==> src/rtl/gemm_sched_pkg.sv <==
// Shared types for the GeMM job scheduler: FSM state encoding, default
// widths and the job payload struct (m/k/n sizes at the default width).
package gemm_sched_pkg;

    localparam int unsigned DefNumReq     = 4;
    localparam int unsigned DefAddrWidth  = 16;
    localparam int unsigned DefCycleWidth = 32;

    typedef enum logic [1:0] {
        StIdle    = 2'd0,
        StLaunch  = 2'd1,
        StWait    = 2'd2,
        StRespond = 2'd3
    } sched_state_t;

    typedef struct packed {
        logic [DefAddrWidth-1:0] m_size;
        logic [DefAddrWidth-1:0] k_size;
        logic [DefAddrWidth-1:0] n_size;
    } gemm_job_t;

endpackage

==> src/rtl/gemm_job_scheduler_if.sv <==
// Requester-side job/completion handshake bundle.
//   master: requesters (drive req_valid/sizes, rsp_ready)
//   slave : scheduler  (drives req_ready, rsp_valid/err/cycles)
interface gemm_job_scheduler_if #(
    parameter int unsigned NumReq     = 4,
    parameter int unsigned AddrWidth  = 16,
    parameter int unsigned CycleWidth = 32
);
    logic [NumReq-1:0]                req_valid;
    logic [NumReq-1:0]                req_ready;
    logic [NumReq-1:0][AddrWidth-1:0] req_m_size;
    logic [NumReq-1:0][AddrWidth-1:0] req_k_size;
    logic [NumReq-1:0][AddrWidth-1:0] req_n_size;
    logic [NumReq-1:0]                rsp_valid;
    logic [NumReq-1:0]                rsp_ready;
    logic                             rsp_err;
    logic [CycleWidth-1:0]            rsp_cycles;

    modport master (
        output req_valid, req_m_size, req_k_size, req_n_size, rsp_ready,
        input  req_ready, rsp_valid, rsp_err, rsp_cycles
    );

    modport slave (
        input  req_valid, req_m_size, req_k_size, req_n_size, rsp_ready,
        output req_ready, rsp_valid, rsp_err, rsp_cycles
    );
endinterface

==> src/rtl/gemm_rr_arbiter.sv <==
// Combinational round-robin arbiter: the search starts at rr_ptr_i and
// wraps; at most one grant bit is set, and only when en_i is high.
//   req_i     : request vector
//   rr_ptr_i  : highest-priority index
//   en_i      : arbitration enable
//   gnt_o     : one-hot grant
//   gnt_idx_o : index of the granted requester
//   gnt_any_o : a grant was issued
module gemm_rr_arbiter #(
    parameter  int unsigned NumReq   = 4,
    localparam int unsigned IdxWidth = $clog2(NumReq)
) (
    input  logic [NumReq-1:0]   req_i,
    input  logic [IdxWidth-1:0] rr_ptr_i,
    input  logic                en_i,
    output logic [NumReq-1:0]   gnt_o,
    output logic [IdxWidth-1:0] gnt_idx_o,
    output logic                gnt_any_o
);

    // First requester found walking from rr_ptr_i wins.
    always_comb begin
        logic [IdxWidth-1:0] idx;
        idx       = '0;
        gnt_o     = '0;
        gnt_idx_o = '0;
        gnt_any_o = 1'b0;
        for (int unsigned i = 0; i < NumReq; i++) begin
            idx = IdxWidth'((32'(rr_ptr_i) + i) % NumReq);
            if (en_i && !gnt_any_o && req_i[idx]) begin
                gnt_o[idx] = 1'b1;
                gnt_idx_o  = idx;
                gnt_any_o  = 1'b1;
            end
        end
    end

endmodule

==> src/rtl/gemm_job_scheduler.sv <==
// Shares one GeMM engine between NumReq requesters: round-robin grant in
// Idle, latch sizes, pulse start_o, wait for done_i, then hold the
// completion (error flag + cycle count) until the owner consumes it.
//   clk_i, rst_ni          : clock, async active-low reset
//   req_if                 : requester job/completion handshakes
//   start_o                : one-cycle engine start pulse
//   m/k/n_size_o           : latched job sizes to the engine
//   done_i                 : engine completion pulse
//   busy_o                 : scheduler not idle
//   owner_o                : requester currently owning the engine
module gemm_job_scheduler
    import gemm_sched_pkg::*;
#(
    parameter  int unsigned NumReq     = DefNumReq,
    parameter  int unsigned AddrWidth  = DefAddrWidth,
    parameter  int unsigned CycleWidth = DefCycleWidth,
    localparam int unsigned IdxWidth   = $clog2(NumReq)
) (
    input  logic                  clk_i,
    input  logic                  rst_ni,
    gemm_job_scheduler_if.slave   req_if,
    output logic                  start_o,
    output logic [AddrWidth-1:0]  m_size_o,
    output logic [AddrWidth-1:0]  k_size_o,
    output logic [AddrWidth-1:0]  n_size_o,
    input  logic                  done_i,
    output logic                  busy_o,
    output logic [IdxWidth-1:0]   owner_o
);

    sched_state_t          state_q, state_d;
    logic [IdxWidth-1:0]   owner_q, owner_d;
    logic [IdxWidth-1:0]   rr_ptr_q, rr_ptr_d;
    logic [AddrWidth-1:0]  m_q, m_d, k_q, k_d, n_q, n_d;
    logic                  err_q, err_d;
    logic [CycleWidth-1:0] cycle_q, cycle_d;

    logic [NumReq-1:0]     gnt;
    logic [IdxWidth-1:0]   gnt_idx;
    logic                  gnt_any;
    logic [AddrWidth-1:0]  gnt_m, gnt_k, gnt_n;
    logic [CycleWidth-1:0] cycle_inc;

    gemm_rr_arbiter #(
        .NumReq (NumReq)
    ) u_arb (
        .req_i     (req_if.req_valid),
        .rr_ptr_i  (rr_ptr_q),
        .en_i      (state_q == StIdle),
        .gnt_o     (gnt),
        .gnt_idx_o (gnt_idx),
        .gnt_any_o (gnt_any)
    );

    assign gnt_m = req_if.req_m_size[gnt_idx];
    assign gnt_k = req_if.req_k_size[gnt_idx];
    assign gnt_n = req_if.req_n_size[gnt_idx];

    // Saturating increment of the job cycle counter.
    assign cycle_inc = (cycle_q == '1) ? cycle_q : cycle_q + CycleWidth'(1);

    // Next-state and datapath updates.
    always_comb begin
        state_d  = state_q;
        owner_d  = owner_q;
        rr_ptr_d = rr_ptr_q;
        m_d      = m_q;
        k_d      = k_q;
        n_d      = n_q;
        err_d    = err_q;
        cycle_d  = cycle_q;
        case (state_q)
            StIdle: begin
                if (gnt_any) begin
                    owner_d = gnt_idx;
                    m_d     = gnt_m;
                    k_d     = gnt_k;
                    n_d     = gnt_n;
                    cycle_d = '0;
                    // A zero-sized job is answered with an error and never launched.
                    err_d   = ~|gnt_m | ~|gnt_k | ~|gnt_n;
                    state_d = err_d ? StRespond : StLaunch;
                end
            end
            StLaunch: begin
                cycle_d = cycle_inc;
                state_d = StWait;
            end
            StWait: begin
                // The done cycle itself is not counted.
                if (done_i) begin
                    state_d = StRespond;
                end else begin
                    cycle_d = cycle_inc;
                end
            end
            StRespond: begin
                if (req_if.rsp_ready[owner_q]) begin
                    state_d  = StIdle;
                    rr_ptr_d = (owner_q == IdxWidth'(NumReq - 1)) ? '0
                                                                   : owner_q + IdxWidth'(1);
                end
            end
            default: state_d = StIdle;
        endcase
    end

    // State and datapath registers.
    always_ff @(posedge clk_i or negedge rst_ni) begin
        if (!rst_ni) begin
            state_q  <= StIdle;
            owner_q  <= '0;
            rr_ptr_q <= '0;
            m_q      <= '0;
            k_q      <= '0;
            n_q      <= '0;
            err_q    <= 1'b0;
            cycle_q  <= '0;
        end else begin
            state_q  <= state_d;
            owner_q  <= owner_d;
            rr_ptr_q <= rr_ptr_d;
            m_q      <= m_d;
            k_q      <= k_d;
            n_q      <= n_d;
            err_q    <= err_d;
            cycle_q  <= cycle_d;
        end
    end

    assign req_if.req_ready  = gnt;
    assign req_if.rsp_valid  = (state_q == StRespond) ? (NumReq'(1) << owner_q) : '0;
    assign req_if.rsp_err    = err_q;
    assign req_if.rsp_cycles = cycle_q;
    assign start_o           = (state_q == StLaunch);
    assign busy_o            = (state_q != StIdle);
    assign owner_o           = owner_q;
    assign m_size_o          = m_q;
    assign k_size_o          = k_q;
    assign n_size_o          = n_q;

endmodule

==> src/flat_wrapper.sv <==
// flat-port wrapper written by rule: the top's interface ports become plain ports
module gemm_job_scheduler_flat import gemm_sched_pkg::*;
#(
    parameter  int unsigned NumReq     = DefNumReq,
    parameter  int unsigned AddrWidth  = DefAddrWidth,
    parameter  int unsigned CycleWidth = DefCycleWidth,
    localparam int unsigned IdxWidth   = $clog2(NumReq)
)
  (clk_i, rst_ni, start_o, m_size_o, k_size_o, n_size_o, done_i, busy_o, owner_o, req_if_req_valid, req_if_req_m_size, req_if_req_k_size, req_if_req_n_size, req_if_rsp_ready, req_if_req_ready, req_if_rsp_valid, req_if_rsp_err, req_if_rsp_cycles);
  gemm_job_scheduler_if #(.NumReq(NumReq), .AddrWidth(AddrWidth), .CycleWidth(CycleWidth)) req_if_i ();
  input  logic clk_i;
  input  logic rst_ni;
  output logic start_o;
  output logic [AddrWidth-1:0] m_size_o;
  output logic [AddrWidth-1:0] k_size_o;
  output logic [AddrWidth-1:0] n_size_o;
  input  logic done_i;
  output logic busy_o;
  output logic [IdxWidth-1:0] owner_o;
  input wire logic [$bits(req_if_i.req_valid)-1:0] req_if_req_valid;
  input wire logic [$bits(req_if_i.req_m_size)-1:0] req_if_req_m_size;
  input wire logic [$bits(req_if_i.req_k_size)-1:0] req_if_req_k_size;
  input wire logic [$bits(req_if_i.req_n_size)-1:0] req_if_req_n_size;
  input wire logic [$bits(req_if_i.rsp_ready)-1:0] req_if_rsp_ready;
  output wire logic [$bits(req_if_i.req_ready)-1:0] req_if_req_ready;
  output wire logic [$bits(req_if_i.rsp_valid)-1:0] req_if_rsp_valid;
  output wire logic [$bits(req_if_i.rsp_err)-1:0] req_if_rsp_err;
  output wire logic [$bits(req_if_i.rsp_cycles)-1:0] req_if_rsp_cycles;
  assign req_if_i.req_valid = req_if_req_valid;
  assign req_if_i.req_m_size = req_if_req_m_size;
  assign req_if_i.req_k_size = req_if_req_k_size;
  assign req_if_i.req_n_size = req_if_req_n_size;
  assign req_if_i.rsp_ready = req_if_rsp_ready;
  assign req_if_req_ready = req_if_i.req_ready;
  assign req_if_rsp_valid = req_if_i.rsp_valid;
  assign req_if_rsp_err = req_if_i.rsp_err;
  assign req_if_rsp_cycles = req_if_i.rsp_cycles;
  gemm_job_scheduler #(.NumReq(NumReq), .AddrWidth(AddrWidth), .CycleWidth(CycleWidth)) u_core (.clk_i(clk_i), .rst_ni(rst_ni), .req_if(req_if_i), .start_o(start_o), .m_size_o(m_size_o), .k_size_o(k_size_o), .n_size_o(n_size_o), .done_i(done_i), .busy_o(busy_o), .owner_o(owner_o));
endmodule
==> config.mk <==
export PLATFORM = sky130hd
export DESIGN_NAME = gemm_job_scheduler_flat
export DESIGN_NICKNAME = d
export VERILOG_FILES = /design/src/rtl/gemm_sched_pkg.sv /design/src/rtl/gemm_job_scheduler_if.sv /design/src/rtl/gemm_rr_arbiter.sv /design/src/rtl/gemm_job_scheduler.sv /design/src/flat_wrapper.sv
export SDC_FILE = /design/constraint.sdc
export NUM_CORES = 1
export LEC_CHECK = 0
export ABC_AREA = 0
export ABC_CLOCK_PERIOD_IN_PS = 4500
export CAP_MARGIN = 15
export CELL_PAD_IN_SITES_DETAIL_PLACEMENT = 0
export CELL_PAD_IN_SITES_GLOBAL_PLACEMENT = 1
export CORE_MARGIN = 1
export CORE_UTILIZATION = 30
export DETAILED_ROUTE_END_ITERATION = 16
export GPL_TIMING_DRIVEN = 0
export PLACE_DENSITY_LB_ADDON = 0.1
export SLEW_MARGIN = 5
export SYNTH_ARGS = -nofsm -noshare
export SYNTH_HDL_FRONTEND = slang
export SYNTH_SLANG_ARGS = --single-unit
==> constraint.sdc <==
create_clock -name clk_i -period 4.5 [get_ports clk_i]
set_clock_uncertainty 0.05 [all_clocks]
set_input_delay 0.675 -clock clk_i [delete_from_list [all_inputs] [get_ports clk_i]]
set_output_delay 0.675 -clock clk_i [all_outputs]
set_load 0.05 [all_outputs]
==> reports/results.tsv, run 1 <==
stage	metric	value	unit
status	status	finished clean	
timing	Worst Setup Slack, final	221	ps
setup_path	CP cell instances	buf_4 -> inv_1 -> ha_1 -> buf_4 -> mux2_2 -> nand3_1 -> a2bb2oi_4 -> a211oi_2 -> buf_2 -> buf_2 -> a21oi_1 -> a22oi_1 -> nor4_1 -> and4_1 -> nor4_2 -> o31ai_2	
routing	DR pass1 iterations	5	
routing	Via Count	6163	
clock_tree	CTS max path bufs	2	
setup_path	R2R depth	16	
power	PwrDens	724	nW/µm²
logic_synthesis	Cell Area, Synth	5910	µm²
timing	Achievable Freq	234	MHz
floorplan	die footprint	20300	µm²
clock_tree	clk sink count	87	
floorplan	std cell rows	50	
timing	WHS	185	ps
setup_path	critical setup path kind	reg -> reg	
setup_path	Worst EP arrival	4440	ps
clock_tree	post-CTS resize count	0	
logic_synthesis	Seq/Total Area, Yosys	0.368	
global_route	vias in the first global route	6471	
timing	final hold vios	0	
logic_synthesis	syn nets	836	
logic_synthesis	Synth area leader	dfrtp_1	
global_route	initial antenna violation count	1	
clock_tree	number of CTS-inserted buffers	9	
clock_tree	TritonCTS clock tree	yes	
setup_path	Slowest cell on crit path	dfrtp_1	
place	Port Buffers	295	
setup_path	reg2reg setup slack	220	ps
global_route	global-route wire length before repair	37.7	mm
timing	worst rel slew slack	0.431	
logic_synthesis	Seq cells post-synth	87	
layout	P&R area growth vs syn	61.1	%
global_route	largest net degree at the start of global routing	66	
setup_path	CP Depth	16	
setup_path	Max stage delay on crit path	450	ps
logic_synthesis	Synth top area share	0.368	
routing	wire per inst	21.1	µm
global_route	gr usage total	0.253	
logic_synthesis	synth warn	0	
setup_path	CP top delay family	compound AO/OA/AOI/OAI gates	
clock_tree	Clock transition at path regs	60	ps
logic_synthesis	Syn Inst Count	620	
clock_tree	Post-CTS Setup Inserts	0	
routing	vias per cell	5.17	
layout	nets@finish	1143	
timing	Final Setup Violations	0	
floorplan	io pins	296	
setup_path	crit-path max FO	10	
power	leakage power	3.75	nW
logic_synthesis	syn avg cell area	9.53	µm²
clock_tree	H-tree depth	3	
timing	max-slew violations	0	
clock_tree	clk root buf	clkbuf_16	
place	post-place setup slack	-84.9	ps
setup_path	crit path capture	u_core.state_q[1]	
power	worst vdd ir	282	µV
routing	Routed Antenna Nets	0	
layout	share of layout cells above drive strength 1	0.117	
place	placed wire-length estimate	20.0	mm
setup_path	critical path launch point type	flop	
timing	crit path time final	4280	ps
timing	Least-Margin Pin Slew	854	ps
floorplan	Core ar.	19000	µm²
logic_synthesis	Synth cell types	51	
routing	DR iter-0 viols	375	
flow_run	max-cap violation count	0	
setup_path	r2r endpoint	u_core.state_q[1]	
routing	DRC	0	
timing	RSZ-0062 raised after global routing	false	
routing	final WL	25.2	mm
layout	fill count	1808	
min_path	hold crit path type	in -> async	
clock_tree	clk_lat worst skew	350	ps
clock_tree	CTS Hold Bufs	0	
global_route	GR Overflow Total	0	
place	Placer Congestion	0.930	
floorplan	Die Wd	142	µm
setup_path	worst r2r src	u_core.rr_ptr_q[0]	
setup_path	Worst setup EP type	flop	
setup_path	Crit path required time	4660	ps
logic_synthesis	synth top area cells	dfrtp_1 37%, mux2_2 9.7%, mux2i_1 8.6%	
timing	Tcrit/Tclk final	0.951	
floorplan	die height	142	µm
setup_path	crit path launch	u_core.rr_ptr_q[0]	
floorplan	initial core utilization	0.311	
setup_path	worst path buffer plus inverter count	5	
[placed cells by master, fill, tap and decap left out, types with 2 or more instances in the layout]
cell / count
mux2i_1: 51
dfrtp_1: 87
xnor2_1: 8
clkinvlp_4: 2
mux4_2: 4
or2_2: 2
ha_1: 13
o21ai_0: 13
buf_6: 5
buf_2: 12
nor2_1: 32
nand2_1: 81
a22oi_1: 56
or3_1: 3
nand2b_1: 2
nor2b_1: 4
o31ai_1: 2
xor2_1: 11
nor4_2: 4
and2_1: 6
a21oi_1: 55
clkbuf_1: 16
inv_1: 14
buf_8: 3
and3_1: 6
buf_4: 4
a31oi_1: 2
nand4_1: 5
clkdlybuf4s50_1: 294
nand3_1: 18
clkbuf_16: 9
nor4_1: 12
a22o_1: 6
mux2_2: 51
nor3_1: 10
a211o_1: 2
a21o_1: 3
and4_1: 3
[area by class of cell]
cell class / count / area, µm² / share of cell area
inverter: 15 / 56.3 / 0.00591
tap: 260 / 325 / 0.0342
antenna: 1 / 2.50 / 0.000263
sequential: 87 / 2180 / 0.229
timing repair buffer: 296 / 2980 / 0.313
clock inverter: 3 / 45.0 / 0.00473
multi-input combinational: 479 / 3440 / 0.361
clock buffer: 11 / 243 / 0.0255
buffer: 39 / 260 / 0.0273
[per-stage QoR]
stage / utilization / area (µm²) / power (mW) / instances / setup TNS (ps)
after floorplan: - / 5910 / 4.44 / 620 / 0
after global placement: 0.483 / 9190 / 6.07 / 1175 / -55500
after detailed placement: 0.484 / 9210 / 6.14 / 1176 / -84.9
after CTS: 0.500 / 9500 / 6.92 / 1190 / 0
after global routing: 0.501 / 9520 / 7.27 / 1190 / 0
final: 0.501 / 9520 / 6.90 / 1191 / 0
[worst min path at each step]
stage,cells past startpoint,startpoint,end
5_1_grt,1,rst_ni,u_core.n_size_o[12]
3_3_place_gp,1,u_core.k_size_o[1],u_core.k_size_o[1]
2_1_floorplan,0,rst_ni,u_core.k_size_o[0]
4_1_cts,1,rst_ni,u_core.n_size_o[12]
3_5_place_dp,1,u_core.m_size_o[13],u_core.m_size_o[13]
6_report,1,rst_ni,u_core.n_size_o[12]
[where the power goes]
group	switching, mW	internal [mW]	total [mW]
sequential	0.201	1.07	1.27
combinational	3.03	1.84	4.87
clock	0.315	0.440	0.755
total	3.54	3.35	6.90
[flip-flops by register name (all words and copies together), names as in the netlist]
register	cells
u_core.k_size_o	16
u_core.rr_ptr_q	2
u_core.req_if.rsp_cycles	32
u_core.m_size_o	16
u_core.owner_o	2
u_core.state_q	2
u_core.n_size_o	16
u_core.req_if.rsp_err	1
[worst reg2reg max path: cells and delay by family, from the launching register on]
| kind | cells | cell delay (ps) |
|---|---|---|
| buffers and inverters | 5 | 1120 |
| flip-flops | 1 | 450 |
| adder cells (fa/ha/maj) | 1 | 280 |
| AND/OR/NAND/NOR | 4 | 770 |
| multiplexers | 1 | 340 |
| AO/OA/AOI/OAI | 5 | 1160 |
[cells in the mapped netlist (all sizes together)]
library cell	count
dfrtp	87
nand2	81
a21oi	56
a22oi	56
mux2	51
mux2i	51
nor2	33
buf	24
nand3	19
nor4	16
clkbuf	15
inv	15
o21ai	14
ha	13
xor2	11
nor3	10
xnor2	8
a22o	6
and2	6
and3	6
nand4	5
mux4	4
nor2b	4
a21o	3
and4	3
nand2b	3
o31ai	3
or2	3
or3	3
a211o	2
a211oi	2
a31oi	2
a2111oi	1
a2bb2oi	1
a32oi	1
o221ai	1
or4	1
[cell families (layout without fill, tap and decap cells)]
| family | Yosys count | after routing | share of synthesized area |
|---|---|---|---|
| AOI/OAI and AO/OA | 148 | 148 | 0.168 |
| xor gates and xnor gates | 19 | 19 | 0.0282 |
| adders and majority gates | 13 | 13 | 0.0275 |
| buffers and inverters | 54 | 364 | 0.0536 |
| DFF | 87 | 87 | 0.368 |
| muxes | 106 | 106 | 0.199 |
| other | 0 | 1 | 0 |
| and+or+nand+nor | 193 | 193 | 0.156 |
[layer usage]
metal,part of all wire,global-route usage,up-vias
li1,-,-,2871
met3,0.066,0.0582,34
met1,0.41,0.301,2998
met4,0.026,0.0905,0
met2,0.49,0.442,260
met5,0,0,-
Power figures use the tool's default switching activity.
==> run 2: changes to the inputs <==
--- a/config.mk
+++ b/config.mk
@@ -15,6 +15,7 @@
 export DETAILED_ROUTE_END_ITERATION = 16
 export GPL_TIMING_DRIVEN = 0
 export PLACE_DENSITY_LB_ADDON = 0.1
+export SETUP_SLACK_MARGIN = 0.5
 export SLEW_MARGIN = 5
 export SYNTH_ARGS = -nofsm -noshare
 export SYNTH_HDL_FRONTEND = slang
==> run 2 against run 1 <==
- sequential share of layout area fell by 0.22 points
- register-to-register slack gained 360 ps
- first-iteration DRC count fell by 9.3%
- largest power group unchanged
==> reports/results.tsv, run 2 (same netlist as run 1, synthesis figures left out) <==
stage	metric	value	unit
setup_path	Crit path required time	4660	ps
floorplan	Core ar.	19000	µm²
setup_path	CP top delay family	compound AO/OA/AOI/OAI gates	
setup_path	critical path launch point type	input port	
timing	final hold vios	0	
power	internal power	3.41	mW
power	worst vdd ir	285	µV
clock_tree	H-tree depth	3	
layout	commonest non-fill, non-tap cells in the layout	288 x clkdlybuf4s50_1, 85 x dfrtp_1, 81 x nand2_1, 55 x a21oi_1, 53 x a22oi_1	
layout	share of layout cells above drive strength 1	0.132	
timing	crit path time final	3960	ps
power	leakage power	3.85	nW
global_route	GR Overflow Total	0	
min_path	hold crit path type	in -> async	
global_route	gr usage total	0.253	
floorplan	std cell rows	50	
clock_tree	TritonCTS clock tree	yes	
timing	Tcrit/Tclk final	0.880	
setup_path	crit path launch	req_if_req_valid[2]	
power	PwrDens	726	nW/µm²
timing	Final Setup Violations	0	
layout	Register Area	2180	µm²
clock_tree	CTS max path bufs	2	
layout	Multi-input gate area	3470	µm²
global_route	global-route wire length before repair	37.9	mm
setup_path	Max stage delay on crit path	570	ps
power	NetSw	3.58	mW
setup_path	crit-path max FO	10	
setup_path	critical setup path kind	in -> reg	
layout	number of flip-flops under the largest register name	32	
timing	RSZ-0062 raised after global routing	true	
timing	WHS	186	ps
setup_path	r2r endpoint	u_core.state_q[1]	
clock_tree	Clock transition at path regs	60	ps
setup_path	reg2reg setup slack	580	ps
place	placed wire-length estimate	20.0	mm
timing	Worst Setup Slack, final	538	ps
clock_tree	clk root buf	clkbuf_16	
floorplan	Die Wd	142	µm
routing	final WL	25.3	mm
setup_path	Worst EP arrival	4130	ps
floorplan	initial core utilization	0.311	
layout	commonest non-fill, non-tap cell in the layout	clkdlybuf4s50_1	
layout	nets@finish	1147	
floorplan	io pins	296	
power	clock power share	0.109	
clock_tree	number of CTS-inserted buffers	9	
clock_tree	clk_lat worst skew	350	ps
routing	vias per cell	5.19	
place	Placer Congestion	0.930	
routing	DR pass1 iterations	5	
global_route	largest net degree at the start of global routing	66	
routing	DR iter-0 viols	340	
timing	Achievable Freq	252	MHz
floorplan	die footprint	20300	µm²
setup_path	worst r2r src	u_core.rr_ptr_q[0]	
routing	Via Count	6198	
timing	max-slew violations	0	
global_route	vias in the first global route	6504	
global_route	initial antenna violation count	1	
layout	fill count	1802	
routing	DRC	0	
power	Combinational Power Share	0.710	
routing	Routed Antenna Nets	0	
setup_path	R2R depth	17	
routing	wire per inst	21.2	µm
flow_run	max-cap violation count	0	
timing	worst rel slew slack	0.421	
power	sequential share of power	0.182	
place	Port Buffers	295	
power	Sw Ratio	0.512	
timing	Least-Margin Pin Slew	868	ps
setup_path	worst path buffer plus inverter count	2	
place	post-place setup slack	-84.9	ps
floorplan	die height	142	µm
setup_path	Worst setup EP type	flop	
clock_tree	CTS Hold Bufs	0	
setup_path	Slowest cell on crit path	mux4_2	
layout	P&R area growth vs syn	62.8	%
status	status	finished clean	
setup_path	CP cell instances	clkdlybuf4s50_1 -> mux4_2 -> a2bb2oi_4 -> a211oi_2 -> clkbuf_1 -> a21oi_1 -> a22oi_1 -> nor4_1 -> and4_1 -> nor4_2 -> o31ai_2	
clock_tree	clk sink count	87	
run 2: worst max-delay path by stage:
stage	endpoint	slack [ps]	cells after the start
after floorplan	u_core.state_q[1]	990	16
after global placement	u_core.req_if.rsp_cycles[3]	-650	1
after detailed placement	u_core.state_q[1]	-80	12
after CTS	u_core.state_q[1]	490	16
after global routing	u_core.state_q[1]	390	16
final	u_core.state_q[1]	540	11
run 2: per-stage QoR:
stage	std cells	instance area (µm²)	power (mW)	util	TNS, ps
4_1_cts	1193	9570	6.98	0.503	0
3_3_place_gp	1175	9190	6.07	0.483	-55500
6_report	1195	9630	6.99	0.506	0
3_5_place_dp	1176	9210	6.14	0.484	-84.9
5_1_grt	1194	9620	7.36	0.506	0
2_1_floorplan	620	5910	4.44	-	0
run 2: repair_timing:
action,4_1_cts,5_1_grt
setup buffers,3,1
endpoints found under the setup margin,6,4
pin swaps,4,3
gates resized for setup,17,12
run 2: power groups by stage:
stage	sequential, mW	combinational [mW]	clock, mW
after floorplan	2.12	2.32	0
after global placement	1.27	4.80	0
after detailed placement	1.28	4.85	0
after CTS	1.27	4.94	0.771
after global routing	1.30	5.26	0.805
final	1.27	4.96	0.759
run 2: area by class of cell:
type | instances | area share
multi-input combinational | 479 | 0.360
timing repair buffer | 300 | 0.313
sequential | 87 | 0.226
tap | 260 | 0.0338
buffer | 39 | 0.0303
clock buffer | 11 | 0.0252
inverter | 15 | 0.00585
clock inverter | 3 | 0.00468
antenna | 1 | 0.000260
run 2: worst register-to-register path, delay by kind of cell (launching register included):
family	cells	cell delay, ps
AOI/OAI and AO/OA	4	770
adders and majority gates	1	290
buffers and inverters	6	920
DFF	1	370
muxes	1	140
and+or+nand+nor	5	1230
run 2: routing by layer:
metal  up-vias  GRT usage  wire length [µm]
met3        36     0.0582              1630
met5         -          0                 0
met1      3022      0.302             10500
li1       2882          -                 -
met4         0     0.0905               666
met2       258      0.444             12500
==> run 3: changes to the inputs <==
--- a/config.mk
+++ b/config.mk
@@ -14,6 +14,7 @@
 export CORE_UTILIZATION = 30
 export DETAILED_ROUTE_END_ITERATION = 16
 export GPL_TIMING_DRIVEN = 0
+export HOLD_SLACK_MARGIN = 0.08
 export PLACE_DENSITY_LB_ADDON = 0.1
 export SETUP_SLACK_MARGIN = 0.5
 export SLEW_MARGIN = 5
==> results of run 3 <==
Same layout as run 2: the final DEF is identical, and so are final timing and power.
